<file path="config.mk">
export PLATFORM = sky130hd
export DESIGN_NAME = wb_trace_buffer
export DESIGN_NICKNAME = d
export VERILOG_FILES = /design/src/rtl/wb_trace_buffer.sv
export SDC_FILE = /design/constraint.sdc
export NUM_CORES = 1
export LEC_CHECK = 0
export CORE_UTILIZATION = 30
export DETAILED_ROUTE_END_ITERATION = 8
export SLEW_MARGIN = 20
export SYNTH_ARGS = -nofsm -noshare
export SYNTH_HDL_FRONTEND = slang
export SYNTH_SLANG_ARGS = --single-unit
</file>
<file path="constraint.sdc">
create_clock -name clk_i -period 13.36 [get_ports clk_i]
set_input_delay 1.336 -clock clk_i [delete_from_list [all_inputs] [get_ports clk_i]]
set_output_delay 1.336 -clock clk_i [all_outputs]
set_load 0.005 [all_outputs]
</file>
<file path="src/rtl/wb_trace_buffer.sv">
// Write-back trace buffer: captures selected register-file writes with a cycle
// timestamp into a first-word-fall-through FIFO for an external consumer.
module wb_trace_buffer #(
  parameter int                    WORD_W       = 32,
  parameter int                    ADDR_W       = 4,
  parameter int                    DEPTH        = 8,
  parameter int                    STAMP_W      = 16,
  parameter logic [2**ADDR_W-1:0]  CAPTURE_MASK = 16'h0001
) (
  input  logic                     clk_i,
  input  logic                     rst_ni,
  input  logic                     wb_write_en_i,
  input  logic [ADDR_W-1:0]        wb_dest_addr_i,
  input  logic [WORD_W-1:0]        wb_data_i,
  input  logic                     trace_enable_i,
  input  logic                     clear_i,
  input  logic                     trace_ready_i,
  output logic                     trace_valid_o,
  output logic [ADDR_W-1:0]        trace_addr_o,
  output logic [WORD_W-1:0]        trace_data_o,
  output logic [STAMP_W-1:0]       trace_stamp_o,
  output logic [$clog2(DEPTH):0]   count_o,
  output logic                     full_o,
  output logic                     empty_o,
  output logic [15:0]              overflow_cnt_o,
  output logic [WORD_W-1:0]        last_data_o
);

  localparam int PTR_W   = $clog2(DEPTH);
  localparam int CNT_W   = PTR_W + 1;
  localparam int ENTRY_W = ADDR_W + WORD_W + STAMP_W;
  localparam logic [CNT_W-1:0] FULL_CNT = CNT_W'(DEPTH);

  function automatic logic [15:0] sat_inc16(input logic [15:0] v);
    return (v == 16'hFFFF) ? v : v + 16'd1;
  endfunction

  logic [PTR_W-1:0]   wr_ptr_q, wr_ptr_d;
  logic [PTR_W-1:0]   rd_ptr_q, rd_ptr_d;
  logic [CNT_W-1:0]   count_q, count_d;
  logic [15:0]        ovf_q, ovf_d;
  logic [WORD_W-1:0]  last_q, last_d;
  logic [STAMP_W-1:0] stamp_q;
  logic [ENTRY_W-1:0] mem_q [DEPTH];

  logic qualify, is_full, is_empty, pop, push, drop;

  assign qualify  = trace_enable_i & wb_write_en_i & CAPTURE_MASK[wb_dest_addr_i];
  assign is_full  = (count_q == FULL_CNT);
  assign is_empty = (count_q == '0);
  assign pop      = ~is_empty & trace_ready_i;
  // A full FIFO still accepts a write when the head leaves in the same cycle.
  assign push     = qualify & (~is_full | pop) & ~clear_i;
  assign drop     = qualify & is_full & ~pop & ~clear_i;

  always_comb begin
    wr_ptr_d = wr_ptr_q;
    rd_ptr_d = rd_ptr_q;
    count_d  = count_q;
    ovf_d    = ovf_q;
    last_d   = last_q;
    if (qualify) last_d = wb_data_i;
    if (clear_i) begin
      wr_ptr_d = '0;
      rd_ptr_d = '0;
      count_d  = '0;
      ovf_d    = '0;
    end else begin
      if (push) wr_ptr_d = wr_ptr_q + PTR_W'(1);
      if (pop)  rd_ptr_d = rd_ptr_q + PTR_W'(1);
      if (push && !pop)      count_d = count_q + CNT_W'(1);
      else if (pop && !push) count_d = count_q - CNT_W'(1);
      if (drop) ovf_d = sat_inc16(ovf_q);
    end
  end

  always_ff @(posedge clk_i) begin
    if (!rst_ni) begin
      wr_ptr_q <= '0;
      rd_ptr_q <= '0;
      count_q  <= '0;
      ovf_q    <= '0;
      last_q   <= '0;
      stamp_q  <= '0;
    end else begin
      wr_ptr_q <= wr_ptr_d;
      rd_ptr_q <= rd_ptr_d;
      count_q  <= count_d;
      ovf_q    <= ovf_d;
      last_q   <= last_d;
      stamp_q  <= stamp_q + STAMP_W'(1);
    end
  end

  // Entry storage carries no reset; the head is only meaningful while valid.
  always_ff @(posedge clk_i) begin
    if (rst_ni && push) mem_q[wr_ptr_q] <= {wb_dest_addr_i, wb_data_i, stamp_q};
  end

  assign trace_valid_o  = ~is_empty;
  assign trace_addr_o   = mem_q[rd_ptr_q][ENTRY_W-1 -: ADDR_W];
  assign trace_data_o   = mem_q[rd_ptr_q][STAMP_W +: WORD_W];
  assign trace_stamp_o  = mem_q[rd_ptr_q][STAMP_W-1:0];
  assign count_o        = count_q;
  assign full_o         = is_full;
  assign empty_o        = is_empty;
  assign overflow_cnt_o = ovf_q;
  assign last_data_o    = last_q;

endmodule

</file>
==> flow_metrics.py, run 1 <==
metrics = {
    "cts": {
        "clk_path_buf_depth": 3,
        "insertion_delay_ps": 600,
        "cts.sinks": 493,
        "cts_hold_buf": 0,
        "post_cts_resized": 0,
        "root_buffer": "clkbuf_16",
        "htree_levels": 2,
        "path_clk_slew_ps": 60,
        "post_cts_buffers": 0,
        "cts_tree": "done",
        "cts_buffers": 53,
    },
    "power_and_ir_drop": {
        "switchingPower_uw": 629.7,
        "combPwrFrac_pct": 1.6,
        "p_int_uw": 2498,
        "p_clk_share_pct": 45.1,
        "vdd_drop_max_uv": 84.98,
        "p_leak_uw": 0.007064,
        "pwr-share-seq_pct": 53.2,
        "p_sw_share_pct": 20.13,
        "powerDensity_nw_per_um2": 135.0,
    },
    "finish": {
        "drive_gt1_share_pct": 22.52,
        "n_antenna_cell": 0,
        "nets": 1220,
        "area_growth_pct": 21.89,
        "fill_cells": 5727,
    },
    "worst_hold_path": {
        "hp-class": "flip-flop to flip-flop",
        "hold_depth": 2,
    },
    "die": {
        "io_pins": 149,
        "std_cell_rows": 91,
        "initial_utilization_pct": 30.58,
        "fp.dieH_um": 253.7,
        "fp.dieW_um": 253.7,
        "core_um2": 62170,
        "die_area_um2": 64380,
    },
    "grt": {
        "grt_pass1_vias": 9995,
        "grt_first_pass_wirelength_um": 63250,
        "grt_max_degree": 68,
        "grt-ovfl-total": 0,
        "grt_usage_pct": 13.24,
        "antenna_found_initial": 0,
    },
    "detailed_routing": {
        "route.met2.wl_um": 20930,
        "vias_per_cell": 4.696,
        "wl_per_cell_um": 20.61,
        "drt-met1-wl_um": 18380,
        "dr.pass1.iters": 5,
        "drtAntennaViolNets": 0,
        "drt-initial-drc-count": 591,
        "vias": 9623,
        "wl_met3_um": 2193,
        "drt_wl_total_um": 42220,
        "highest_layer": "met4",
        "drc": 0,
    },
    "critical_path": {
        "worstPathCellList": "buf_4 > buf_4 > mux4_2 > mux2_2 > clkdlybuf4s50_1",
        "worstSetupStartpointType": "flip-flop",
        "critPathArrivalTime_ps": 4270,
        "cp.depth": 5,
        "critPathKind": "flip-flop to output port",
        "worst_setup_path_end_kind": "output port",
        "critPathMaxFanout": 37,
        "crit_family": "buffers and inverters",
        "crit_slowest_cell": "dfxtp_4",
        "path_buf_inv": 3,
        "critPathMaxStageDelay_ps": 790,
        "critical_path_required_ps": 12020,
        "path_common_cell": "buf_4",
        "reg2regPathDepth": 6,
    },
    "timing": {
        "finClkSkew_ps": 29.48,
        "finalCritPeriodShare_pct": 41.97,
        "setup_violations": 0,
        "hold_viol": 0,
        "grt_setup_unrepaired": "no",
        "relSlewSlack_pct": 30.22,
        "final.min_clock_period_ps": 5608,
        "tightest_slew_ps": 1047,
        "clock.fmax_mhz": 178.3,
        "final-max-slew-violation-count": 0,
        "fin_hold_ws_ps": 462.0,
        "final.setup.tns_ps": 0,
        "setup_slack_ps": 7752,
    },
    "yosys": {
        "synth_compound_area_share_pct": 2.323,
        "post_synth_instance_area_um2": 19010,
        "synth_seq_cells": 493,
        "synthArstFlopShare_pct": 0,
        "synth_ff_type": "edfxtp_1",
        "synth_xor_area_share_pct": 0.6911,
        "synth-simple-area-share_pct": 5.312,
        "synth_top_area_cell": "edfxtp_1",
        "synthTopCellsByArea": "edfxtp_1, mux4_2, dfxtp_1, mux2_2, nand2_1",
        "synth_common_cells": "edfxtp_1, mux4_2, nand2_1",
        "synth_cell_types": 45,
        "synth.top_cell.area_share_pct": 65.71,
        "synth-edff-count": 416,
        "synthCells": 1006,
        "yosys.area_share.adder_pct": 0.5661,
        "synth_area_per_cell_um2": 18.90,
        "synth_mux_area_share_pct": 15.93,
        "synth_top_family_by_area": "multiplexers",
        "yosys.cell_count.top_type": "edfxtp_1",
        "synth_nets": 1056,
        "synth_warnings": 0,
        "ys_seq_area_share_pct": 73.82,
    },
    "run": {
        "maxCapViolCount": 0,
    },
    "place": {
        "port_buffers": 148,
        "dpl.hpwl_um": 22980,
        "gp_congestion": 0.7219,
        "place_ws_ps": 8167,
    },
    "status": {
        "status": "completed",
    },
}
[stage by stage]
stage / instances / cell area [um2] / util, % / power [uW]
final: 2049 / 23170 / 37.27 / 3128
after global routing: 2049 / 23170 / 37.27 / 3231
after CTS: 2049 / 23170 / 37.27 / 3175
after detailed placement: 1952 / 21490 / 34.57 / 1750
after global placement: 1952 / 21490 / 34.57 / 1749
after floorplan: 1006 / 19010 / - / 1714
[area by class of cell]
cell class / count / area, um2 / share of cell area [%]
Clock buffer: 72 / 1428 / 6.161
Clock inverter: 25 / 251.5 / 1.085
Inverter: 10 / 38.79 / 0.1674
Multi-Input combinational cell: 450 / 4780 / 20.63
Sequential cell: 493 / 14040 / 60.61
Tap cell: 837 / 1047 / 4.520
Timing Repair Buffer: 162 / 1582 / 6.825
[routing by layer]
metal / up-vias / track usage (%)
met5: - / 0
met4: 0 / 3.718
met3: 51 / 2.817
met2: 206 / 22.40
met1: 5037 / 17.11
li1: 4329 / -
[registers in the layout, summed over array words and instances, names as in the netlist, named ones only]
signal,flops
rd_ptr_q,3
mem_q,416
stamp_q,16
last_data_o,32
overflow_cnt_o,16
wr_ptr_q,3
count_o,4
[tightest hold or removal path, cell delays in order (launching register included)]
cell,delay [ps]
dfxtp_1,310
nand2_1,40
a21boi_0,60
[worst paths after layout]
path | from | end | slack (ps)
worst min-delay path | last_data_o[16] | last_data_o[16] | 460
worst max-delay path | flip-flop | trace_stamp_o[0] | 7750
worst max register to register | count_o[0] | mem_q[0][30] | 10320
worst min register to register | last_data_o[16] | last_data_o[16] | 460
[cell families after synthesis]
| logic type | after synthesis |
|---|---|
| DFF | 493 |
| xor gates and xnor gates | 15 |
| muxes | 166 |
| buffers and inverters | 63 |
| AOI/OAI and AO/OA | 64 |
| and+or+nand+nor | 197 |
| adders and majority gates | 8 |
[power groups by stage]
stage               Sequential, uW  Combinational (uW)  Clock (uW)
finish                        1670                50.9        1410
global route                  1660                55.9        1510
CTS                           1670                52.2        1460
detailed placement            1700                52.0           0
global placement              1700                50.8           0
floorplan                     1700                16.2           0
[layout by cell type, fill, tap and decap left out, types with 10 or more instances in the layout]
cell type	count
mux4_2	104
a21oi_1	14
mux2i_1	10
and2_1	14
clkdlybuf4s50_1	147
clkbuf_16	53
mux2_2	52
buf_4	14
nand3_1	17
nor2_1	11
dfxtp_1	74
edfxtp_1	416
a21boi_0	33
nand2_1	90
clkbuf_1	16
Note: power is estimated with default switching activity, not from simulation.
==> run 2: changes to the inputs <==
==> constraint.sdc (replaced) <==
create_clock -name clk_i -period 5 [get_ports clk_i]
set_input_delay 0.5 -clock clk_i [delete_from_list [all_inputs] [get_ports clk_i]]
set_output_delay 0.5 -clock clk_i [all_outputs]
set_load 0.005 [all_outputs]
==> flow_metrics.py, run 2 (same netlist as run 1, synthesis figures left out) <==
metrics = {
    "detailed_routing": {
        "drt_wl_total_um": 41620,
        "drtAntennaViolNets": 0,
        "dr.pass1.iters": 5,
        "wl_per_cell_um": 20.36,
        "drt-initial-drc-count": 517,
        "vias_per_cell": 4.703,
        "drc": 0,
        "vias": 9612,
    },
    "cts": {
        "cts_hold_buf": 0,
        "cts.sinks": 493,
        "post_cts_resized": 0,
        "root_buffer": "clkbuf_16",
        "clk_path_buf_depth": 3,
        "path_clk_slew_ps": 60,
        "post_cts_buffers": 0,
        "htree_levels": 2,
        "cts_buffers": 52,
        "insertion_delay_ps": 580,
        "cts_tree": "done",
    },
    "power_and_ir_drop": {
        "p_leak_uw": 0.007119,
        "p_int_uw": 6592,
        "pwr-share-seq_pct": 54.0,
        "p_clk_share_pct": 44.3,
        "combPwrFrac_pct": 1.7,
        "powerDensity_nw_per_um2": 355.0,
        "p_sw_share_pct": 19.97,
        "vdd_drop_max_uv": 307.3,
        "switchingPower_uw": 1645,
    },
    "finish": {
        "mostFrequentLayoutCell": "edfxtp_1",
        "drive_gt1_share_pct": 22.04,
        "multi_input_area_um2": 4792,
        "top_register": "mem_q",
        "largest_reg_flops": 416,
        "fill_cells": 5748,
        "area_growth_pct": 22.05,
        "n_antenna_cell": 0,
        "nets": 1217,
        "seq_area_um2": 14040,
        "layout_common_cells": "edfxtp_1, clkdlybuf4s50_1, mux4_2",
    },
    "die": {
        "std_cell_rows": 91,
        "initial_utilization_pct": 30.58,
        "core_um2": 62170,
        "fp.dieW_um": 253.7,
        "die_area_um2": 64380,
        "io_pins": 149,
        "fp.dieH_um": 253.7,
    },
    "place": {
        "place_ws_ps": 1310,
        "gp_congestion": 0.7398,
        "port_buffers": 148,
        "dpl.hpwl_um": 24310,
    },
    "critical_path": {
        "path_buf_inv": 2,
        "critPathKind": "flip-flop to output port",
        "critical_path_required_ps": 4500,
        "worstSetupStartpointType": "flip-flop",
        "crit_slowest_cell": "dfxtp_4",
        "critPathMaxStageDelay_ps": 840,
        "crit_family": "multiplexers",
        "critPathMaxFanout": 35,
        "critPathArrivalTime_ps": 3190,
        "worst_setup_path_end_kind": "output port",
        "worstPathCellList": "buf_12 > mux4_2 > mux2_2 > clkdlybuf4s50_1",
    },
    "timing": {
        "relSlewSlack_pct": 37.69,
        "hold_viol": 0,
        "clock.fmax_mhz": 271.1,
        "final.setup.tns_ps": 0,
        "tightest_slew_ps": 934.6,
        "setup_violations": 0,
        "finClkSkew_ps": 13.82,
        "final-max-slew-violation-count": 0,
        "setup_slack_ps": 1311,
        "final.min_clock_period_ps": 3689,
        "grt_setup_unrepaired": "no",
        "finalCritPeriodShare_pct": 73.78,
    },
    "run": {
        "maxCapViolCount": 0,
    },
    "grt": {
        "antenna_found_initial": 0,
        "grt_first_pass_wirelength_um": 62750,
        "grt_usage_pct": 13.11,
        "grt_max_degree": 68,
        "grt_pass1_vias": 10100,
        "grt-ovfl-total": 0,
    },
    "worst_hold_path": {
        "hp-class": "input pin to flip-flop",
    },
    "status": {
        "status": "completed",
    },
}
run 2: changes by cell type in the layout (fill, tap and decap cells not counted), sizes merged:
| cell | before | now |
|---|---|---|
| inv | 14 | 12 |
| clkinvlp | 6 | 5 |
| clkinv | 12 | 25 |
| buf | 15 | 13 |
| clkbuf | 72 | 59 |
run 2: final timing paths:
kind             startpoint               to  slack [ps]  cells past startpoint
max               flip-flop  trace_data_o[9]        1310                      4
min                  rst_ni  last_data_o[30]         340                      2
max reg2reg      count_o[0]       count_o[3]        2050                     10
min reg2reg  last_data_o[7]   last_data_o[7]         460                      2
run 2: cell type report:
class | instances | share of cell area [%]
sequential | 493 | 60.53
clock inverter | 35 | 1.133
multi-input combinational | 450 | 20.65
tap | 837 | 4.514
timing repair buffer | 160 | 7.183
inverter | 10 | 0.1672
clock buffer | 59 | 5.813
run 2: through the flow:
stage                     utilization (%)  hold WS, ps  instances  cell area [um2]  power, uW
final                               37.32        343.1       2044            23200       8237
after global routing                37.32        325.4       2044            23200       8507
after CTS                           37.32        313.3       2044            23200       8341
after detailed placement            34.72        457.7       1950            21590       4681
after global placement              34.72        451.1       1950            21590       4677
after floorplan                         -        454.1       1006            19020       4579
run 2: layer usage:
metal	share of wire (%)	track usage, %	vias to the layer above
li1	-	-	4332
met1	46	18.31	5007
met5	0	0	-
met4	1.4	3.287	0
met2	47	20.98	228
met3	5.4	2.540	45
run 2: power by group through the flow:
stage          logic [uW]  registers (uW)  clock network [uW]
2_1_floorplan        43.1            4540                   0
3_3_place_gp          139            4540                   0
3_5_place_dp          143            4540                   0
4_1_cts               143            4450                3750
5_1_grt               152            4450                3900
6_report              140            4450                3650
run 2: worst register-to-register path: cells and delay by family (launching register included):
kind	cells	cell delay, ps
compound gates	3	710
simple gates	1	580
fa+ha+maj	2	470
mux	2	440
flops	1	390
buf+inv	2	290
==> run 3: changes to the inputs <==
==> constraint.sdc (replaced) <==
create_clock -name clk_i -period 3.75 [get_ports clk_i]
set_input_delay 0.375 -clock clk_i [delete_from_list [all_inputs] [get_ports clk_i]]
set_output_delay 0.375 -clock clk_i [all_outputs]
set_load 0.005 [all_outputs]
==> flow_metrics.py, run 3 (same netlist as run 1, synthesis figures left out) <==
metrics = {
    "cts": {
        "cts_buffers": 52,
        "clk_path_buf_depth": 3,
        "post_cts_resized": 0,
        "cts_hold_buf": 0,
        "insertion_delay_ps": 580,
        "post_cts_buffers": 0,
        "cts_tree": "done",
        "cts.sinks": 493,
        "path_clk_slew_ps": 60,
        "root_buffer": "clkbuf_16",
        "htree_levels": 2,
    },
    "timing": {
        "hold_viol": 0,
        "final.min_clock_period_ps": 3286,
        "relSlewSlack_pct": 29.81,
        "clock.fmax_mhz": 304.3,
        "finClkSkew_ps": 12.83,
        "final-max-slew-violation-count": 0,
        "grt_setup_unrepaired": "no",
        "setup_violations": 0,
        "finalCritPeriodShare_pct": 87.62,
        "fin_hold_ws_ps": 405.2,
        "tightest_slew_ps": 1051,
    },
    "power_and_ir_drop": {
        "powerDensity_nw_per_um2": 482.1,
        "vdd_drop_max_uv": 392.3,
        "p_leak_uw": 0.007299,
        "power_uw": 11330,
    },
    "critical_path": {
        "critPathKind": "flip-flop to output port",
        "critPathMaxStageDelay_ps": 790,
        "critical_path_required_ps": 3380,
        "worst_setup_path_end_kind": "output port",
        "worstPathCellList": "buf_4 > mux4_2 > mux2_2 > clkdlybuf4s50_1",
        "critPathArrivalTime_ps": 2910,
        "crit_family": "buffers and inverters",
        "worstSetupStartpointType": "flip-flop",
        "critPathMaxFanout": 40,
        "path_buf_inv": 2,
        "crit_slowest_cell": "dfxtp_4",
    },
    "detailed_routing": {
        "vias": 9527,
        "drtAntennaViolNets": 0,
        "drt_wl_total_um": 41570,
        "vias_per_cell": 4.618,
        "dr.pass1.iters": 4,
        "drt-initial-drc-count": 628,
        "wl_per_cell_um": 20.15,
        "drc": 0,
    },
    "finish": {
        "n_antenna_cell": 0,
        "mostFrequentLayoutCell": "edfxtp_1",
        "area_growth_pct": 23.60,
        "nets": 1233,
        "finalCoreUtilization_pct": 37.79,
        "instances_no_fill": 2063,
        "layout_common_cells": "edfxtp_1, clkdlybuf4s50_1, mux4_2",
        "top_register": "mem_q",
        "largest_reg_flops": 416,
        "drive_gt1_share_pct": 23.90,
    },
    "die": {
        "initial_utilization_pct": 30.58,
        "io_pins": 149,
        "core_um2": 62170,
        "fp.dieH_um": 253.7,
        "fp.dieW_um": 253.7,
        "std_cell_rows": 91,
        "die_area_um2": 64380,
    },
    "place": {
        "port_buffers": 148,
        "place_inst": 1966,
        "gp_congestion": 0.7406,
        "dpl.hpwl_um": 25370,
    },
    "status": {
        "status": "completed",
    },
    "grt": {
        "grt-ovfl-total": 0,
        "antenna_found_initial": 0,
        "grt_pass1_vias": 10090,
        "grt_usage_pct": 13.19,
        "grt_first_pass_wirelength_um": 63020,
        "grt_max_degree": 53,
    },
    "run": {
        "maxCapViolCount": 0,
    },
    "worst_hold_path": {
        "hp-class": "input pin to flip-flop",
    },
}
[run 3: cell types whose count changed in the layout (fill, tap and decap cells not counted), moves of 2 or more]
| cell | delta |
|---|---|
| buf_4 | +13 |
| clkinv_1 | -12 |
| clkinv_2 | +6 |
| bufinv_16 | +4 |
| buf_12 | +3 |
| clkbuf_1 | +3 |
| clkbuf_8 | +3 |
| clkinvlp_4 | -3 |
| clkinv_4 | +2 |
| inv_6 | +2 |
| inv_8 | -2 |
[run 3: worst paths after layout]
path	startpoint	endpoint	slack (ps)	cells after the start
max	flip-flop	trace_data_o[7]	460	4
min	rst_ni	last_data_o[25]	410	2
max reg2reg	count_o[0]	count_o[3]	740	10
min reg2reg	last_data_o[7]	last_data_o[7]	460	2
[run 3: metal layers]
layer  track usage, %  routed length, um  vias up
met5                0                  0        -
met4            3.012                639        0
met3            3.134               2380       48
met2            20.90              19360      235
met1            18.33              19190     4880
li1                 -                  -     4364
[run 3: worst reg2reg max path, stage by stage (launching register included)]
cell	delay, ps
dfxtp_1	380
or4b_4	580
o2111ai_1	390
inv_1	160
ha_1	230
inv_1	140
ha_1	250
a21o_1	180
a21oi_1	180
mux2i_1	270
mux2i_1	200
[run 3: through the flow]
step	setup TNS (ps)	worst slack [ps]	instance area, um2
floorplan	-27740	-103.5	19020
global placement	0	453.0	21740
detailed placement	0	406.9	21740
CTS	0	372.3	23500
global route	0	313.3	23500
finish	0	464.3	23500
[run 3: cell type report]
type / count / area (um2)
well taps: 837 / 1047
repair buffers: 176 / 1824
flip-flops and latches: 493 / 14040
inverters: 10 / 38.79
multi-input cells: 450 / 4790
clock inverters: 33 / 374.1
clock buffers: 64 / 1376
fillers: 5706 / 38670
[run 3: power by group]
group	leakage [uW]	switching (uW)	internal, uW
registers	0.00444	12.6	5920
clock network	0.000869	2100	3110
logic	0.00199	107	81.8
